===== config.mk =====
export PLATFORM = sky130hd
export DESIGN_NAME = apb_master_bridge
export DESIGN_NICKNAME = d
export VERILOG_FILES = /design/src/rtl/apb_master_bridge.sv
export SDC_FILE = /design/constraint.sdc
export NUM_CORES = 1
export LEC_CHECK = 0
export CORE_UTILIZATION = 44
export DETAILED_ROUTE_END_ITERATION = 16
export GPL_ROUTABILITY_DRIVEN = 0
export PLACE_DENSITY_LB_ADDON = 0.25
export SYNTH_ARGS = -nofsm -noshare
export SYNTH_HDL_FRONTEND = slang
export SYNTH_SLANG_ARGS = --single-unit

===== constraint.sdc =====
create_clock -name clk -period 2.33 [get_ports clk]
set_input_delay 0.5825 -clock clk [delete_from_list [all_inputs] [get_ports clk]]
set_output_delay 0.5825 -clock clk [all_outputs]
set_load 0.01 [all_outputs]

===== src/rtl/apb_master_bridge.sv =====
// ---------------------------------------------------------------------------
// apb_master_bridge
//   Turns a simple valid/ready request from a core into one APB transfer
//   (IDLE -> SETUP -> ACCESS) and returns a single-cycle completion pulse.
//   An ACCESS phase that waits too long on M_PREADY is aborted and reported
//   through resp_err.
//
// Parameters
//   BUS_WIDTH  : address width
//   DATA_WIDTH : data width
//   TIMEOUT    : maximum ACCESS wait cycles, 0 disables the timeout
//
// Ports
//   clk, reset            : clock, asynchronous active-high reset
//   req_valid/req_ready   : request handshake (ready only while IDLE)
//   req_write/addr/wdata  : request payload, captured on handshake
//   resp_valid            : one-cycle completion pulse
//   resp_rdata/resp_err   : completion payload, held until the next pulse
//   M_P*                  : APB master port towards the interconnect
// ---------------------------------------------------------------------------
module apb_master_bridge #(
   parameter int BUS_WIDTH  = 16,
   parameter int DATA_WIDTH = 16,
   parameter int TIMEOUT    = 255
) (
   input  logic                  clk,
   input  logic                  reset,
   input  logic                  req_valid,
   input  logic                  req_write,
   input  logic [BUS_WIDTH-1:0]  req_addr,
   input  logic [DATA_WIDTH-1:0] req_wdata,
   output logic                  req_ready,
   output logic                  resp_valid,
   output logic [DATA_WIDTH-1:0] resp_rdata,
   output logic                  resp_err,
   output logic [BUS_WIDTH-1:0]  M_PADDR,
   output logic                  M_PWRITE,
   output logic                  M_PSELx,
   output logic                  M_PENABLE,
   output logic [DATA_WIDTH-1:0] M_PWDATA,
   input  logic [DATA_WIDTH-1:0] M_PRDATA,
   input  logic                  M_PREADY
);

   // Counter wide enough to hold TIMEOUT itself (it saturates there).
   localparam int CW        = (TIMEOUT > 0) ? $clog2(TIMEOUT + 1) : 1;
   localparam int TO_LAST_I = (TIMEOUT > 0) ? TIMEOUT - 1 : 0;
   localparam logic [CW-1:0] TO_SAT  = CW'(TIMEOUT);
   // Value held during the last permitted ACCESS cycle.
   localparam logic [CW-1:0] TO_LAST = CW'(TO_LAST_I);

   typedef enum logic [1:0] {
      IDLE   = 2'd0,
      SETUP  = 2'd1,
      ACCESS = 2'd2
   } state_t;

   state_t                state_q,      state_d;
   logic                  req_ready_q,  req_ready_d;
   logic                  resp_valid_q, resp_valid_d;
   logic [DATA_WIDTH-1:0] resp_rdata_q, resp_rdata_d;
   logic                  resp_err_q,   resp_err_d;
   logic [BUS_WIDTH-1:0]  paddr_q,      paddr_d;
   logic                  pwrite_q,     pwrite_d;
   logic                  psel_q,       psel_d;
   logic                  penable_q,    penable_d;
   logic [DATA_WIDTH-1:0] pwdata_q,     pwdata_d;
   logic [CW-1:0]         cnt_q,        cnt_d;

   logic handshake;
   logic timed_out;

   assign handshake = req_valid && req_ready_q;
   assign timed_out = (TIMEOUT > 0) && (cnt_q == TO_LAST);

   always_comb begin
      state_d      = state_q;
      resp_valid_d = 1'b0;
      resp_rdata_d = resp_rdata_q;
      resp_err_d   = resp_err_q;
      paddr_d      = paddr_q;
      pwrite_d     = pwrite_q;
      pwdata_d     = pwdata_q;
      cnt_d        = cnt_q;

      case (state_q)
         IDLE: begin
            if (handshake) begin
               paddr_d  = req_addr;
               pwrite_d = req_write;
               pwdata_d = req_wdata;
               state_d  = SETUP;
            end
         end
         SETUP: begin
            cnt_d   = '0;
            state_d = ACCESS;
         end
         ACCESS: begin
            if (!M_PREADY && cnt_q != TO_SAT) begin
               cnt_d = cnt_q + 1'b1;
            end
            // A ready slave wins over a timeout landing in the same cycle.
            if (M_PREADY) begin
               state_d      = IDLE;
               resp_valid_d = 1'b1;
               resp_err_d   = 1'b0;
               resp_rdata_d = pwrite_q ? '0 : M_PRDATA;
            end else if (timed_out) begin
               state_d      = IDLE;
               resp_valid_d = 1'b1;
               resp_err_d   = 1'b1;
               resp_rdata_d = '0;
            end
         end
         default: state_d = IDLE;
      endcase

      // Bus controls are registered from the next state so they line up
      // with the state they describe.
      req_ready_d = (state_d == IDLE);
      psel_d      = (state_d != IDLE);
      penable_d   = (state_d == ACCESS);
   end

   always_ff @(posedge clk or posedge reset) begin
      if (reset) begin
         state_q      <= IDLE;
         req_ready_q  <= 1'b1;
         resp_valid_q <= 1'b0;
         resp_rdata_q <= '0;
         resp_err_q   <= 1'b0;
         paddr_q      <= '0;
         pwrite_q     <= 1'b0;
         psel_q       <= 1'b0;
         penable_q    <= 1'b0;
         pwdata_q     <= '0;
         cnt_q        <= '0;
      end else begin
         state_q      <= state_d;
         req_ready_q  <= req_ready_d;
         resp_valid_q <= resp_valid_d;
         resp_rdata_q <= resp_rdata_d;
         resp_err_q   <= resp_err_d;
         paddr_q      <= paddr_d;
         pwrite_q     <= pwrite_d;
         psel_q       <= psel_d;
         penable_q    <= penable_d;
         pwdata_q     <= pwdata_d;
         cnt_q        <= cnt_d;
      end
   end

   assign req_ready  = req_ready_q;
   assign resp_valid = resp_valid_q;
   assign resp_rdata = resp_rdata_q;
   assign resp_err   = resp_err_q;
   assign M_PADDR    = paddr_q;
   assign M_PWRITE   = pwrite_q;
   assign M_PSELx    = psel_q;
   assign M_PENABLE  = penable_q;
   assign M_PWDATA   = pwdata_q;

endmodule


==> impl_metrics.yaml <==
status:
  outcome: "finished clean"
placement:
  dp_hpwl_mm: 4.54
  postPlaceCellArea_um2: 3910
  post-place-cells: 378
  port_buffers: 106
timing:
  hold_viol_final: 0
  slew_headroom_pct: 59.2
  setup_viol: 0
  report.final.slew_viol_count: 0
  tns_ns: 0
  holdWs_ns: 0.486
  fmaxAchievable_ghz: 0.500
  period_needed_ns: 2.00
  finClkSkew_ns: 0.00802
  rsz0062_at_grt: "false"
  fin_crit_sh_pct: 85.9
  worst_pin_slew_ns: 0.611
yosys:
  synth_area_per_cell_um2: 13.7
  syn_area_um2: 2780
  ys_top_cells_by_area: "dfrtp_1 (57%), mux2_2 (13%), a221o_1 (5.8%)"
  synth-edff-count: 0
  synth_ff_type: "dfrtp_1"
  synth_cell_type_count: 44
  synth_largest_area_cell: "dfrtp_1"
  yosysMostFrequentCell: "dfrtp_1"
  synth_commonest_cells: "dfrtp_1 (63), mux2_2 (31), a221o_1 (16), and2_1 (16), nand2_1 (7)"
  yosysSeqAreaShare_pct: 57.7
  yosys_warnings: 0
  syn_nets: 257
  synth_cells: 202
  async_reset_ff_share_pct: 100
  synth-seq-cells: 64
  synth_top_area_share_pct: 56.8
worst_setup_path:
  crit_buf_inv: 1
  max_stage_delay_ns: 0.55
  startpoint_type: "register"
  crit_required_ns: 1.75
  slowest_stage: "clkdlybuf4s50_1"
  crit_type: "register to output pin"
  cp.arrival_ns: 1.42
  critPathCaptureType: "output pin"
  critPathMaxFanout: 2
  r2r_slack_ns: 0.59
  cp_cell_sequence: "clkdlybuf4s50_1"
  cp_top_family: "buffers and inverters"
grt:
  overflow: 0
  antenna_found_initial: 0
  grt_pass1_vias: 2001
  grt_pass1_wl_mm: 9.74
  grt_max_degree: 30
  grt_usage_pct: 20.1
floorplan:
  die_w_um: 81.4
  io_pins: 107
  dieArea_um2: 6630
  initial_utilization_pct: 46.3
  die_h_um: 81.4
  core_um2: 5990
  rows: 28
clock_network:
  cts_num_sinks: 64
  cts.path.max_buffers: 2
  numCtsBuffers: 9
  clock-root-buffer: "clkbuf_8"
  tritoncts: "built"
  ctsHoldBuffers: 0
  clock_latency_ns: 0.33
  cts_resized: 0
  clk_pin_slew_ns: 0.07
  postCtsSetupBuffers: 0
  htree_levels: 3
drt:
  initialDrtViolationCount: 81
  drt_pass1_iterations: 4
  drc: 0
  antenna_left: 0
  vias_per_cell: 5.21
  vias: 2051
  drt_wl_total_mm: 6.41
  wl_per_cell_um: 16.3
layout:
  fin_nets: 369
  fin_util_pct: 68.6
  n_antenna_cell: 0
  areaGrowthSynthToFinish_pct: 48.0
  fin_area_um2: 4110
  fillers: 438
  instances_no_fill: 394
  drive_gt1_share_pct: 18.5
power:
  clkPwrFrac_pct: 19.4
  cellPowerDensity_nw_per_um2: 1200
  pwr-share-seq_pct: 37.8
  p_int_uw: 3450
  p_leak_uw: 0.00166
  ir_drop_mv: 0.787
  switching_share_pct: 30.0
  p_sw_uw: 1480
  combPwrFrac_pct: 42.8
run:
  maxCapViolations: 0
hold_path:
  hp-class: "register to register"
-- routing by layer --
layer  vias to the layer above  GRT usage [%]  share of wire (%)
met5                         -              0                  0
met4                         0           10.4                1.2
met2                        58           33.2                 52
met3                         6           5.22                5.2
met1                      1008           24.2                 42
li1                        979              -                  -
-- logic make-up (layout without fill, tap and decap cells) --
| family | count (synthesis) | after routing | synth area share, % |
|---|---|---|---|
| flops | 64 | 64 | 57.7 |
| compound gates | 33 | 33 | 11.0 |
| buf+inv | 15 | 132 | 3.83 |
| mux | 37 | 37 | 14.8 |
| fa+ha+maj | 2 | 2 | 0.901 |
| simple gates | 51 | 51 | 11.8 |
-- cell type report --
type	instances	area, um^2	area share [%]
inverter	4	15.0	0.365
clock buffer	13	159	3.87
multi-input combinational	123	1070	26.0
timing repair buffer	112	1130	27.5
sequential	64	1600	39.0
tap	75	93.8	2.28
clock inverter	3	40.0	0.974
-- sequential cells by signal, indices dropped and copies added (netlist names) --
signal,cells
M_PSELx,1
resp_err,1
M_PENABLE,1
cnt_q,8
resp_valid,1
req_ready,1
M_PWDATA,16
M_PWRITE,1
state_q,2
resp_rdata,16
M_PADDR,16
-- power groups by stage --
stage	clock, uW	sequential (uW)	combinational, uW
global placement	0	1860	2090
detailed placement	0	1880	2130
finish	957	1870	2110
CTS	981	1870	2140
global route	1030	1930	2270
floorplan	0	2020	886
-- placed cells by master (no fill, tap or decap), types with 3 or more instances in the layout --
master,count
nand2_1,7
nand2b_1,5
clkbuf_8,11
a21oi_1,3
and2_1,16
buf_4,4
a221o_1,16
nand3_1,4
mux2_2,31
inv_1,3
mux2i_1,4
dfrtp_1,63
nor3_1,3
clkdlybuf4s50_1,106
-- metrics by stage --
stage / total power [uW] / setup WS (ns)
finish: 4930 / 0.328
global route: 5230 / 0.301
CTS: 4990 / 0.303
detailed placement: 4010 / 0.220
global placement: 3950 / 0.268
floorplan: 2900 / 0.151
-- final timing paths --
check                           start            end  depth (start not counted)
setup / recovery            req_ready      req_ready                          1
hold / removal             M_PADDR[8]     M_PADDR[8]                          1
setup reg to reg           state_q[0]  resp_rdata[9]                          3
hold reg to reg            M_PADDR[8]     M_PADDR[8]                          1
max in group asynchronous       reset   M_PWDATA[13]                          3
min in group asynchronous       reset   M_PWDATA[15]                          2
No activity file was read; power rests on OpenSTA's default activity.
